`config.mk`:
```
export PLATFORM = sky130hd
export DESIGN_NAME = inst_mem_arbiter
export DESIGN_NICKNAME = d
export VERILOG_FILES = /design/src/rtl/inst_mem_arbiter_pkg.sv /design/src/rtl/inst_mem_arbiter_age.sv /design/src/rtl/inst_mem_arbiter.sv
export SDC_FILE = /design/constraint.sdc
export NUM_CORES = 1
export LEC_CHECK = 0
export ABC_AREA = 1
export CORE_AREA = 2 2 104 106
export CTS_CLUSTER_DIAMETER = 80
export DETAILED_ROUTE_END_ITERATION = 8
export DIE_AREA = 0 0 106 108
export GPL_TIMING_DRIVEN = 0
export PLACE_DENSITY = 0.61
export SLEW_MARGIN = 20
export SYNTH_ARGS = -nofsm -noshare
export SYNTH_HDL_FRONTEND = slang
export SYNTH_HIERARCHICAL = 1
export SYNTH_SLANG_ARGS = --single-unit
```
`constraint.sdc`:
```
create_clock -name clk -period 1.15 [get_ports clk]
set_input_delay 0.2875 -clock clk [delete_from_list [all_inputs] [get_ports clk]]
set_output_delay 0.2875 -clock clk [all_outputs]
set_load 0.01 [all_outputs]
```
`src/rtl/inst_mem_arbiter_pkg.sv`:
```
// inst_mem_arbiter_pkg
// Types and constants shared by the instruction-memory arbiter:
//   owner_e    - which port owns the read data returning next cycle
//   state_e    - arbitration state (FREE, or LOCKED for loader downloads)
//   WORD_SHIFT - byte-to-word address shift for 32-bit memory words
package inst_mem_arbiter_pkg;

  typedef enum logic [1:0] {
    OWN_NONE = 2'd0,
    OWN_IF   = 2'd1,
    OWN_LD   = 2'd2
  } owner_e;

  typedef enum logic {
    FREE   = 1'b0,
    LOCKED = 1'b1
  } state_e;

  localparam int WORD_SHIFT = 2;

endpackage

```
`src/rtl/inst_mem_arbiter_age.sv`:
```
// inst_mem_arbiter_age
// Loader starvation guard. Counts cycles in which the loader is requesting
// but not granted, saturating at AGE_MAX. force_grant goes high once the
// count reaches AGE_MAX so the loader can win over fetch.
// Ports:
//   clk, rst_n   - clock, asynchronous active-low reset
//   ld_req       - loader request
//   ld_gnt       - loader granted this cycle
//   force_grant  - loader has waited AGE_MAX cycles
module inst_mem_arbiter_age
  import inst_mem_arbiter_pkg::*;
#(
  parameter int AGE_MAX = 8
) (
  input  logic clk,
  input  logic rst_n,
  input  logic ld_req,
  input  logic ld_gnt,
  output logic force_grant
);

  localparam int CNT_W = $clog2(AGE_MAX + 1);
  localparam logic [CNT_W-1:0] AGE_SAT = CNT_W'(AGE_MAX);

  logic [CNT_W-1:0] age_r;

  // Saturating wait counter; cleared when the loader is served or goes idle.
  always_ff @(posedge clk or negedge rst_n) begin
    if (!rst_n) begin
      age_r <= '0;
    end else if (!ld_req || ld_gnt) begin
      age_r <= '0;
    end else if (age_r != AGE_SAT) begin
      age_r <= age_r + 1'b1;
    end else begin
      age_r <= age_r;
    end
  end

  assign force_grant = (age_r == AGE_SAT);

endmodule

```
`src/rtl/inst_mem_arbiter.sv`:
```
// inst_mem_arbiter
// Shares a single-port, 1-cycle-latency instruction memory between the IF
// fetch port (read-only) and the program-loader/debug port (read/write).
// One command per cycle; read data is routed back to the issuing port.
// The loader can lock the memory (ld_lock) for an uninterrupted download.
// Optional feature macro: INST_MEM_ARBITER_AGING_EN (loader aging / forced
// grant after AGE_MAX waiting cycles). Default build: strict fetch priority.
// Ports:
//   clk, rst_n                          - clock, asynchronous active-low reset
//   if_req/if_addr/if_gnt               - fetch request, byte address, accept
//   if_rvalid/if_rdata                  - fetch read return
//   ld_req/ld_we/ld_lock/ld_addr/ld_wdata/ld_gnt - loader request and accept
//   ld_rvalid/ld_rdata                  - loader read return
//   mem_en/mem_we/mem_addr/mem_wdata    - memory command (word address)
//   mem_rdata                           - memory read data, 1 cycle after read
module inst_mem_arbiter
  import inst_mem_arbiter_pkg::*;
#(
  parameter int ADDR_W  = 32,
  parameter int DATA_W  = 32,
  parameter int AGE_MAX = 8
) (
  input  logic              clk,
  input  logic              rst_n,
  input  logic              if_req,
  input  logic [ADDR_W-1:0] if_addr,
  output logic              if_gnt,
  output logic              if_rvalid,
  output logic [DATA_W-1:0] if_rdata,
  input  logic              ld_req,
  input  logic              ld_we,
  input  logic              ld_lock,
  input  logic [ADDR_W-1:0] ld_addr,
  input  logic [DATA_W-1:0] ld_wdata,
  output logic              ld_gnt,
  output logic              ld_rvalid,
  output logic [DATA_W-1:0] ld_rdata,
  output logic              mem_en,
  output logic              mem_we,
  output logic [ADDR_W-3:0] mem_addr,
  output logic [DATA_W-1:0] mem_wdata,
  input  logic [DATA_W-1:0] mem_rdata
);

  logic   run_r;
  state_e state_r;
  state_e state_nxt_s;
  owner_e owner_r;
  owner_e owner_nxt_s;
  logic   force_s;
  logic   unused_s;

  // Byte-offset bits are ignored; AGE_MAX only matters with aging enabled.
  assign unused_s = ^{if_addr[1:0], ld_addr[1:0], (AGE_MAX > 0)};

`ifdef INST_MEM_ARBITER_AGING_EN
  inst_mem_arbiter_age #(
    .AGE_MAX(AGE_MAX)
  ) u_age (
    .clk        (clk),
    .rst_n      (rst_n),
    .ld_req     (ld_req),
    .ld_gnt     (ld_gnt),
    .force_grant(force_s)
  );
`else
  assign force_s = 1'b0;
`endif

  // Grant arbitration. run_r holds grants low while reset is asserted so
  // every output reads 0 during reset. A LOCKED cycle with ld_lock=0 falls
  // through to FREE arbitration.
  always_comb begin
    if_gnt = 1'b0;
    ld_gnt = 1'b0;
    if (!run_r) begin
      if_gnt = 1'b0;
      ld_gnt = 1'b0;
    end else if ((state_r == LOCKED) && ld_lock) begin
      ld_gnt = ld_req;
    end else if (ld_req && (force_s || !if_req)) begin
      ld_gnt = 1'b1;
    end else begin
      if_gnt = if_req;
    end
  end

  // Memory command; address and write data are zero when idle.
  always_comb begin
    mem_en    = if_gnt | ld_gnt;
    mem_we    = ld_gnt & ld_we;
    mem_addr  = '0;
    mem_wdata = '0;
    if (ld_gnt) begin
      mem_addr  = ld_addr[ADDR_W-1:WORD_SHIFT];
      mem_wdata = ld_wdata;
    end else if (if_gnt) begin
      mem_addr  = if_addr[ADDR_W-1:WORD_SHIFT];
    end else begin
      mem_addr  = '0;
      mem_wdata = '0;
    end
  end

  // Next state and owner of the read returning next cycle.
  always_comb begin
    state_nxt_s = FREE;
    owner_nxt_s = OWN_NONE;
    if (ld_lock && (ld_gnt || (state_r == LOCKED))) begin
      state_nxt_s = LOCKED;
    end else begin
      state_nxt_s = FREE;
    end
    if (if_gnt) begin
      owner_nxt_s = OWN_IF;
    end else if (ld_gnt && !ld_we) begin
      owner_nxt_s = OWN_LD;
    end else begin
      owner_nxt_s = OWN_NONE;
    end
  end

  // State registers; reset drops any pending read return and any lock.
  always_ff @(posedge clk or negedge rst_n) begin
    if (!rst_n) begin
      run_r   <= 1'b0;
      state_r <= FREE;
      owner_r <= OWN_NONE;
    end else begin
      run_r   <= 1'b1;
      state_r <= state_nxt_s;
      owner_r <= owner_nxt_s;
    end
  end

  // Read-return routing; the non-owner sees zero data.
  always_comb begin
    if_rvalid = 1'b0;
    if_rdata  = '0;
    ld_rvalid = 1'b0;
    ld_rdata  = '0;
    case (owner_r)
      OWN_IF: begin
        if_rvalid = 1'b1;
        if_rdata  = mem_rdata;
      end
      OWN_LD: begin
        ld_rvalid = 1'b1;
        ld_rdata  = mem_rdata;
      end
      default: begin
        if_rvalid = 1'b0;
        ld_rvalid = 1'b0;
      end
    endcase
  end

endmodule

```
# --- Word-level counts from Yosys, hierarchy flattened ---
# Index checks and enable logic that the tools add are counted.
totals:
  input_bits: 134
  elab_cells: 30
  register_bits: 4
op_classes:
  n_eq_ne: 2
  n_bitwise: 2
  mux: 16
  n_reduce_logical: 7
ops:
  columns: ["op", "count"]
  rows:
  - ["32-bit 2-to-1 mux", 3]
  - ["30-bit 2-to-1 mux", 2]
  - ["1-bit 2-to-1 mux", 9]
  - ["1-bit logical AND", 4]
  - ["2-bit 2-to-1 mux", 2]
  - ["2-bit by 1-bit equality test with 1-bit output, second input constant", 1]
  - ["2-bit equality test, second input constant", 1]
  - ["1-bit zero test", 2]
  - ["1-bit bitwise AND", 1]
  - ["1-bit logical OR", 1]
  - ["1-bit OR", 1]

# --- Longest topological paths before layout ---
depth:
  ltp_word: 8
  ltp_mapped: 5

# --- Worst setup path after synthesis ---
# OpenSTA, ideal clock, no wires.
synth_path:
  kind: "register -> output"
  startpoint: "register owner_r[0]"
  endpoint: "output ld_rdata[10]"
  path_buffers: 1
  arrival_ns: 1.015
  t_required_ns: 0.863
  path_stages_with_launch: 5
  path_slack_ns: -0.153
  cell_sequence: "dfrtp_1 -> nor2_1 -> inv_2 -> buf_2 -> nor2_1"
synth_between:
  elab_chain_cells: 2
synth_rtl:
  columns: ["item", "line", "source"]
  rows:
  - ["start: declaration", "inst_mem_arbiter.sv:48", "owner_e owner_r;"]
  - ["start signal: assignment", "inst_mem_arbiter.sv:132", "owner_r <= owner_nxt_s;"]
  - ["2-bit equality test", "inst_mem_arbiter.sv:142", "case (owner_r)"]
  - ["32-bit 2-to-1 mux", "inst_mem_arbiter.sv:142", null]
  - ["end: declaration", "inst_mem_arbiter.sv:37", "output logic [DATA_W-1:0] ld_rdata,"]
# No other way between the ends.

# --- Final worst setup path ---
layout_path:
  startpoint: "register state_r"
  endpoint: "output mem_addr[16]"
layout_between:
  elab_chain_cells: 5
layout_rtl:
  columns: ["item", "line", "source"]
  rows:
  - ["start: declaration", "inst_mem_arbiter.sv:46", "state_e state_r;"]
  - ["start signal: assignment", "inst_mem_arbiter.sv:131", "state_r <= state_nxt_s;"]
  - ["1-bit logical AND (*)", "inst_mem_arbiter.sv:79", "end else if ((state_r == LOCKED) && ld_lock) begin"]
  - ["1-bit 2-to-1 mux", "inst_mem_arbiter.sv:79", null]
  - ["1-bit 2-to-1 mux", "inst_mem_arbiter.sv:76", "if (!run_r) begin"]
  - ["30-bit 2-to-1 mux", "inst_mem_arbiter.sv:97", "end else if (if_gnt) begin"]
  - ["30-bit 2-to-1 mux (*)", "inst_mem_arbiter.sv:94", "if (ld_gnt) begin"]
  - ["end: declaration", "inst_mem_arbiter.sv:40", "output logic [ADDR_W-3:0] mem_addr,"]
# Mark *: on every way between the ends. The rest lies on a longest branch, timed or not.

==> run_results.csv <==
group,metric,value,unit
pwr,ir_drop,0.2539,mV
worst_setup_path,critPathCaptureType,"primary output",
worst_setup_path,rr_worst_depth,7,
timing,hold_slack,270.3,ps
outcome,status,"finished with violations",
global_routing,grt_max_degree,11,
drt,vias_per_cell,4.213,
drt,wl,10570,um
drt,drc,0,
worst_setup_path,cp-start-kind,"register",
layout,final_cell_mix,"clkdlybuf4s50_1 (126), buf_6 (114), nor2_4 (82)",
clocking,clk_latency,210,ps
drt,firstDrtPassIters,4,
clocking,holdBufCountCts,0,
floorplan,core_area,10230,um^2
timing,finalSetupViolCount,134,
worst_setup_path,critPathMaxStageDelay,360,ps
timing,report.final.slew_viol_count,0,
logic_synthesis,synth.net_count,432,
layout,drive_above_1_share,57.85,%
clocking,cts_buffer_depth,2,
logic_synthesis,yosysSeqAreaShare,6.944,%
worst_setup_path,path_max_fanout,4,
global_routing,grt_overflow,0,
drt,wire_per_inst,14.24,um
clocking,cts.sinks,4,
global_routing,antenna_found_initial,1,
floorplan,die_area,11450,um^2
clocking,htreeDepth,1,
timing,clock.fmax,604.2,MHz
floorplan,io_pins,266,
timing,setup_ws,-505.0,ps
clocking,cts_root_buf,"clkbuf_8",
placed_design,dpl.hpwl,7704,um
worst_setup_path,cpMaxStageDelayCell,"dfrtp_1",
clocking,cts-buffers-inserted,3,
worst_setup_path,cp_num_buf_inv,4,
logic_synthesis,syn_area,1441,um^2
placed_design,io_buffers,261,
logic_synthesis,synthCells,298,
worst_setup_path,worstPathRequired,860,ps
global_routing,grt_pass1_wl,15810,um
timing,rsz0062_at_grt,"true",
drt,drt-initial-drc-count,66,
drt,ant_nets,0,
hold_path,hold_path_class,"in2async",
run,cap_violations,0,
logic_synthesis,synth_area_per_cell,4.837,um^2
timing,fin_skew,0.4673,ps
worst_setup_path,crit_type,"reg2out",
floorplan,start_util,14.09,%
clocking,tritoncts,"yes",
worst_setup_path,worst_ep_arrival_time,1370,ps
clocking,clkTransAtPathRegs,30,ps
pwr,p_leak,0.002733,uW
floorplan,placementRows,37,
timing,fin_crit,1655,ps
timing,post-route-period-util,143.9,%
layout,final_common_cell,"clkdlybuf4s50_1",
worst_setup_path,rrSetupSlack,-80,ps
global_routing,track_usage,17.08,%
floorplan,fp.dieW,106,um
logic_synthesis,ys_ff_latch,4,
placed_design,place.gp.congestion,0.7874,
layout,final_nets,741,
layout,area_growth,305.2,%
worst_setup_path,r2r_end,"state_r$_DFF_PN0_",
timing,hold_viol,0,
pwr,power_density,388.8,nW/um^2
floorplan,fp.dieH,108,um
worst_setup_path,cp_cell_sequence,"nand2_2 > nand2_4 > buf_12 > buf_8 > buf_6 > nand3_2 > nand2_1 > buf_2",
timing,setup_tns,-54810,ps
drt,num_vias,3126,
worst_setup_path,reg2reg_from,"run_r$_DFF_PN0_",
worst_setup_path,crit_family,"buffers and inverters",
outcome,violations,"setup timing",
logic_synthesis,yosysWarningCount,6,
global_routing,first_global_vias,3157,
logic_synthesis,synth_cell_types,15,
[cells by family after synthesis]
| kind of cell | after synthesis | share of synthesized area, % |
|---|---|---|
| buffers and inverters | 95 | 27.52 |
| flip-flops | 4 | 6.945 |
| AND/OR/NAND/NOR | 197 | 64.93 |
| other | 1 | 0.2602 |
| AO/OA/AOI/OAI | 1 | 0.3469 |
[synth_stat cells]
cell / count / area, um^2
o21ai_1: 1 / 5.000
buf_6: 3 / 33.78
nand2_1: 34 / 127.6
nand2_4: 1 / 11.26
nand4_1: 30 / 187.7
clkbuf_1: 7 / 26.28
nor2_1: 71 / 266.5
buf_2: 14 / 70.07
nor2_2: 29 / 181.4
conb_1: 1 / 3.750
inv_1: 68 / 255.2
inv_2: 3 / 11.26
nand3_1: 31 / 155.2
nand2_2: 1 / 6.260
dfrtp_1: 4 / 100.1
[worst max-delay path by stage]
stage                          to  slack (ps)  cells past startpoint            startpoint
finish               mem_addr[16]        -500                      8     state_r$_DFF_PN0_
global route         ld_rdata[15]        -560                      7  owner_r[1]$_DFF_PN0_
CTS                 mem_wdata[29]        -540                      8     state_r$_DFF_PN0_
detailed placement   mem_addr[25]       -1230                      5                if_req
global placement     mem_addr[16]       -1190                      5                if_req
floorplan                  ld_gnt         -40                      5     state_r$_DFF_PN0_
[worst reg2reg max path: cells and delay by family, from the launching register on]
| kind | cells | cell delay (ps) |
|---|---|---|
| flip-flops | 1 | 400 |
| buffers and inverters | 4 | 470 |
| AND/OR/NAND/NOR | 3 | 250 |
[flip-flops by register name, summed over array words and instances, names as in the netlist]
register,flops
owner_r,2
run_r,1
state_r,1
[through the flow]
stage / instances / util (%) / total power (uW) / setup slack [ps] / cell area [um^2]
2_1_floorplan: 298 / - / 656.7 / -42.41 / 1797
3_3_place_gp: 695 / 44.76 / 1506 / -1189 / 4579
3_5_place_dp: 695 / 44.76 / 1523 / -1228 / 4579
4_1_cts: 737 / 52.04 / 2106 / -542.1 / 5324
5_1_grt: 742 / 57.09 / 2401 / -562.4 / 5841
6_report: 742 / 57.09 / 2271 / -505.0 / 5841
[where the power goes]
part / switching, uW / internal (uW) / total [uW]
clock network: 67.9 / 223 / 291
registers: 6.47 / 149 / 156
logic: 781 / 1040 / 1820
[layout make-up]
cell class,instances,area [um^2]
fillers,917,4390
repair buffers,309,3226
multi-input cells,199,1757
inverters,71,276.5
plain buffers,19,266.5
well taps,136,170.2
flip-flops and latches,4,101.3
clock buffers,3,41.29
diodes,1,2.502
[what timing repair did]
action / 4_1_cts / 5_1_grt
resized for setup: 725 / 124
setup endpoints to repair: 135 / 133
pin swaps: 25 / 27
setup buffers: 30 / 9
cloned: 12 / 1
[per-layer routing]
layer	share of wire [%]	global-route usage, %	vias up	wire length [um]
li1	-	-	1518	-
met3	9.0	4.340	26	948
met5	0	0	-	0
met1	33	17.34	1410	3517
met4	3.8	7.425	0	404
met2	54	33.00	172	5695
No activity file was read; power rests on OpenSTA's default activity.
